<file path="config.mk">
export PLATFORM = sky130hd
export DESIGN_NAME = rx_timer
export DESIGN_NICKNAME = d
export VERILOG_FILES = /design/src/rtl/rx_timer.sv
export SDC_FILE = /design/constraint.sdc
export NUM_CORES = 1
export LEC_CHECK = 0
export ABC_AREA = 1
export BUFFER_PORTS_ARGS = -buffer_cell sky130_fd_sc_hd__buf_4
export CORE_MARGIN = 3
export CORE_UTILIZATION = 50
export CTS_CLUSTER_SIZE = 16
export DETAILED_ROUTE_END_ITERATION = 6
export GPL_ROUTABILITY_DRIVEN = 0
export PLACE_DENSITY = 0.75
export SETUP_SLACK_MARGIN = 0.05
export SLEW_MARGIN = 25
export SYNTH_ARGS = -nofsm -noshare
export SYNTH_HDL_FRONTEND = slang
export SYNTH_SLANG_ARGS = --single-unit
</file>
<file path="constraint.sdc">
create_clock -name clk -period 1.8 [get_ports clk]
set_clock_uncertainty 0.2 [all_clocks]
set_input_delay 0.18 -clock clk [delete_from_list [all_inputs] [get_ports clk]]
set_output_delay 0.18 -clock clk [all_outputs]
set_load 0.05 [all_outputs]
</file>
<file path="src/rtl/rx_timer.sv">
// Receiver-side LP/turnaround interval timer: reports window minimum, timeout and expiry.
// Optional early-exit error pulse (ErrEarly) when RX_TIMER_ERR_EN is defined.
module rx_timer #(
  parameter int CNT_W           = 16,
  parameter int T_TERM_EN       = 11,
  parameter int T_HS_SETTLE_MIN = 26,
  parameter int T_HS_SETTLE_MAX = 43,
  parameter int T_TA_SURE_MIN   = 14,
  parameter int T_TA_SURE_MAX   = 29,
  parameter int T_TA_GET        = 74
) (
  input  logic       clk,
  input  logic       RstN,
  input  logic       TimerEn,
  input  logic [1:0] TimerSeed,
  output logic       Timeout,
  output logic       MinReached,
  output logic       Expired,
  output logic       Busy
`ifdef RX_TIMER_ERR_EN
  ,
  output logic       ErrEarly
`endif
);

  typedef enum logic [1:0] {IDLE, RUN, EXPIRED} state_t;

  localparam logic [CNT_W-1:0] ONE = CNT_W'(1);
  localparam logic [CNT_W-1:0] TWO = CNT_W'(2);

  function automatic logic [CNT_W-1:0] seed_min(input logic [1:0] s);
    case (s)
      2'd0:    seed_min = CNT_W'(T_TERM_EN);
      2'd1:    seed_min = CNT_W'(T_HS_SETTLE_MIN);
      2'd2:    seed_min = CNT_W'(T_TA_SURE_MIN);
      default: seed_min = CNT_W'(T_TA_GET);
    endcase
  endfunction

  function automatic logic [CNT_W-1:0] seed_max(input logic [1:0] s);
    case (s)
      2'd0:    seed_max = CNT_W'(T_TERM_EN);
      2'd1:    seed_max = CNT_W'(T_HS_SETTLE_MAX);
      2'd2:    seed_max = CNT_W'(T_TA_SURE_MAX);
      default: seed_max = CNT_W'(T_TA_GET);
    endcase
  endfunction

  state_t           state, state_n;
  logic [CNT_W-1:0] cnt, cnt_n;
  logic [1:0]       seed_q, seed_n;
  logic             to_n, mr_n, ex_n, bz_n;
  logic [CNT_W-1:0] mn_live, mx_live, mn_q, mx_q;

  assign mn_live = seed_min(TimerSeed);
  assign mx_live = seed_max(TimerSeed);
  assign mn_q    = seed_min(seed_q);
  assign mx_q    = seed_max(seed_q);

`ifdef RX_TIMER_ERR_EN
  logic err_n;
  // Window seeds only: line left the state before the minimum was honoured.
  assign err_n = !TimerEn && (state == RUN) && !MinReached &&
                 ((seed_q == 2'd1) || (seed_q == 2'd2));
`endif

  always_comb begin
    state_n = state;
    cnt_n   = cnt;
    seed_n  = seed_q;
    to_n    = 1'b0;
    mr_n    = MinReached;
    ex_n    = Expired;
    bz_n    = Busy;
    if (!TimerEn) begin
      state_n = IDLE;
      cnt_n   = ONE;
      mr_n    = 1'b0;
      ex_n    = 1'b0;
      bz_n    = 1'b0;
    end else begin
      case (state)
        IDLE: begin
          // First enabled edge compares count 1 against the live seed.
          seed_n = TimerSeed;
          if (ONE >= mx_live) begin
            to_n    = 1'b1;
            mr_n    = 1'b1;
            ex_n    = 1'b1;
            bz_n    = 1'b0;
            state_n = EXPIRED;
          end else begin
            cnt_n   = TWO;
            bz_n    = 1'b1;
            mr_n    = (ONE >= mn_live);
            state_n = RUN;
          end
        end
        RUN: begin
          if (cnt >= mn_q) mr_n = 1'b1;
          if (cnt >= mx_q) begin
            to_n    = 1'b1;
            ex_n    = 1'b1;
            bz_n    = 1'b0;
            state_n = EXPIRED;
          end else begin
            cnt_n = cnt + ONE;
          end
        end
        EXPIRED: begin
          mr_n = 1'b1;
          ex_n = 1'b1;
          bz_n = 1'b0;
        end
        default: state_n = IDLE;
      endcase
    end
  end

  always_ff @(posedge clk or negedge RstN) begin
    if (!RstN) begin
      state      <= IDLE;
      cnt        <= ONE;
      seed_q     <= 2'd0;
      Timeout    <= 1'b0;
      MinReached <= 1'b0;
      Expired    <= 1'b0;
      Busy       <= 1'b0;
    end else begin
      state      <= state_n;
      cnt        <= cnt_n;
      seed_q     <= seed_n;
      Timeout    <= to_n;
      MinReached <= mr_n;
      Expired    <= ex_n;
      Busy       <= bz_n;
    end
  end

`ifdef RX_TIMER_ERR_EN
  always_ff @(posedge clk or negedge RstN) begin
    if (!RstN) ErrEarly <= 1'b0;
    else       ErrEarly <= err_n;
  end
`endif

endmodule

</file>
==> summary.md <==
| Metric | Value |
|---|---|
| Status | `complete, but fails checks` |
| Violated checks | `negative setup slack` |
| Worst Path Arrival | `2.14 ns` |
| Via-to-Cell Ratio | `5.09` |
| GRT Total Usage | `20.3%` |
| Worst setup EP type | `register` |
| Diode count | `0` |
| Worst-Margin Slew | `0.325 ns` |
| Number of synthesized flops with an enable pin | `0` |
| Setup ws final | `-0.310 ns` |
| CP most frequent cell | `nand2_1` |
| CP Launch Type | `register` |
| Clock tree sinks | `24` |
| Fin nets | `253` |
| Min Tclk post-route | `2.11 ns` |
| FF+latch count, synth | `24` |
| Initial antenna violation count | `0` |
| Core outline area | `2810 sq um` |
| CP required | `1.83 ns` |
| Largest cells by area after synthesis | `dfrtp_1 (38%), nand2_1 (18%), ha_1 (11%)` |
| Post-CTS setup buffers | `0` |
| Worst path slowest cell | `dfrtp_1` |
| LEAKAGE | `1.05 nW` |
| Yosys warning total | `0` |
| Die ar. | `3700 sq um` |
| Total CTS buffers | `3` |
| Distinct cells, synth | `24` |
| CTS tree | `yes` |
| Post-synth net total | `223` |
| DP Wirelength | `2.38 mm` |
| Syn avg cell area | `7.32 sq um` |
| Tcrit/Tclk final | `117%` |
| Layout Cells excl Fill | `265` |
| RSZ-0062 raised after global routing | `true` |
| Post-synth top area share | `38.3%` |
| Peak fanout along the critical path | `14` |
| Starting Density | `53.5%` |
| Post-synthesis async set-or-reset flop share | `100%` |
| Cell area after layout | `1900 sq um` |
| Clock-pin slew on the worst setup and hold paths | `0.15 ns` |
| Reg2reg setup slack | `-0.31 ns` |
| PwrDens | `1180 nW/um^2` |
| Die width | `60.8 microns` |
| Cell Chain, Critical Path | `inv_2 > nand2_1 > ha_4 > nand2_1 > nor2_2 > nand2_1 > nand2_1 > nor2_2 > nand2_2 > nand2_4 > buf_12 > nand3_1 > nand2_1` |
| Reg2reg start | `seed_q[1]` |
| Number of max-cap violations | `0` |
| PnR Total Power | `2.25 mW` |
| Synth area leader | `dfrtp_1` |
| Post-synth top cells | `nand2_1 (72), inv_1 (26), dfrtp_1 (23)` |
| Fraction of layout cells with a size suffix above 1 | `20.9%` |
| Initial DRC count | `91` |
| Port Buffer Count | `8` |
| Cell Area, Placed | `1720 sq um` |
| Number of global-route vias before repair | `1206` |
| Synthesized area | `1500 sq um` |
| Synth Instances | `205` |
| Placed cells | `257` |
| Critical path class | `register to register` |
| Total grt overflow | `0` |
| Root Buffer | `clkbuf_4` |
| Drt total wl | `3.39 mm` |
| H-tree depth | `1` |
| Synth-to-layout area growth | `26.3%` |
| Post-synthesis sequential area ratio | `40.1%` |
| Reg-to-Reg End | `cnt[4]` |
| First-pass GRT wire length | `5.51 mm` |
| Most common cell in the netlist | `nand2_1` |
| Chip height | `60.8 microns` |
| Routed vias | `1348` |
| DR pass1 iterations | `4` |
| Row count | `19` |
| Slew Limit Headroom | `78.2%` |
| I/O pin total | `9` |
| Final Max Slew Viols | `0` |
| Largest net degree at the start of global routing | `25` |
| Deepest clock path buffer count | `2` |
| Wire length per cell | `12.8 microns` |
| Hold WC Path Type | `primary input to async pin` |
| Path depth of the worst reg2reg path | `13` |
| # setup viols final | `22` |
| Maximum VDD drop | `0.000797 V` |
| DRC | `0` |
| Peak Freq | `0.474 GHz` |
| Most used DFF post-synth | `dfrtp_1` |
| Worst path max stage delay | `0.44 ns` |
| Final Hold Vio Count | `0` |
| Later-pin clock latency in the skew report | `0.33 ns` |
| Routed Antenna Nets | `0` |
-- worst max-delay path, delay by kind of cell (launching register included) --
kind	cells	cell delay, ns
adders and majority gates	1	0.30
buffers and inverters	2	0.26
DFF	1	0.44
and+or+nand+nor	10	0.81
-- placed cells by master (no fill, tap or decap), types with 3 or more instances in the layout --
master | synthesis | final
nand2_1 | 72 | 70
inv_1 | 26 | 24
dfrtp_1 | 23 | 23
buf_4 | 0 | 21
nor2_1 | 22 | 19
nand3_1 | 21 | 18
ha_1 | 13 | 11
a21oi_1 | 4 | 4
dlygate4sd3_1 | 0 | 4
inv_2 | 1 | 3
nor2_4 | 1 | 3
nand2_4 | 1 | 3
nand2_2 | 3 | 3
a21boi_1 | 0 | 3
nand3_2 | 0 | 3
clkbuf_4 | 0 | 3
-- worst max-delay path by stage --
stage	start	end	slack, ns	depth (start not counted)
after global routing	seed_q[1]	cnt[4]	-0.40	13
after floorplan	seed_q[1]	cnt[4]	-0.07	13
after CTS	seed_q[0]	cnt[4]	-0.22	12
after detailed placement	seed_q[1]	cnt[14]	-0.27	12
after global placement	seed_q[1]	cnt[5]	-0.17	14
final	seed_q[1]	cnt[4]	-0.31	13
-- registers in the layout, indices dropped and copies added, names as in the netlist --
signal      flops
Busy            1
Expired         1
MinReached      1
Timeout         1
cnt            16
seed_q          2
state           2
-- cells by family (layout without fill, tap and decap cells) --
logic type | count (synthesis) | in the layout | share of synthesized area [%]
simple gates | 126 | 126 | 35.8
xor+xnor | 1 | 1 | 0.583
compound gates | 11 | 11 | 4.50
flops | 24 | 24 | 40.1
fa+ha+maj | 13 | 13 | 10.8
buf+inv | 30 | 59 | 8.17
-- final cells by class --
| cell class | instances | area [sq um] |
|---|---|---|
| fill | 248 | 908 |
| multi-input combinational | 151 | 853 |
| sequential | 24 | 602 |
| timing repair buffer | 28 | 249 |
| inverter | 27 | 101 |
| tap | 31 | 38.8 |
| clock inverter | 1 | 30.0 |
| clock buffer | 3 | 22.5 |
-- per-stage QoR --
| stage | hold slack [ns] | setup WS, ns | util (%) | TNS (ns) |
|---|---|---|---|---|
| finish | 0.0617 | -0.310 | 67.6 | -5.04 |
| global route | 0.0904 | -0.397 | 67.6 | -7.67 |
| CTS | 0.0682 | -0.217 | 65.1 | -3.88 |
| detailed placement | -0.105 | -0.272 | 61.5 | -4.59 |
| global placement | -0.104 | -0.174 | 61.5 | -3.35 |
| floorplan | -0.316 | -0.0745 | - | -0.786 |
-- per-layer routing --
layer	GRT usage [%]	wire [microns]
met1	28.2	1570
met2	30.8	1600
met3	2.77	141
met4	10.2	82
met5	0	0
-- repair_timing --
item / 4_1_cts / 5_1_grt
resized for setup: 6 / 16
endpoints found under the setup margin: 22 / 22
endpoints found under the hold margin: 28 / 0
pin swaps: 2 / 6
hold buffers: 4 / 0
-- where the power goes --
group	switching [mW]	internal, mW
combinational	0.666	0.458
clock	0.180	0.225
sequential	0.0794	0.639
total	0.925	1.32
(Power assumes the default switching activity.)
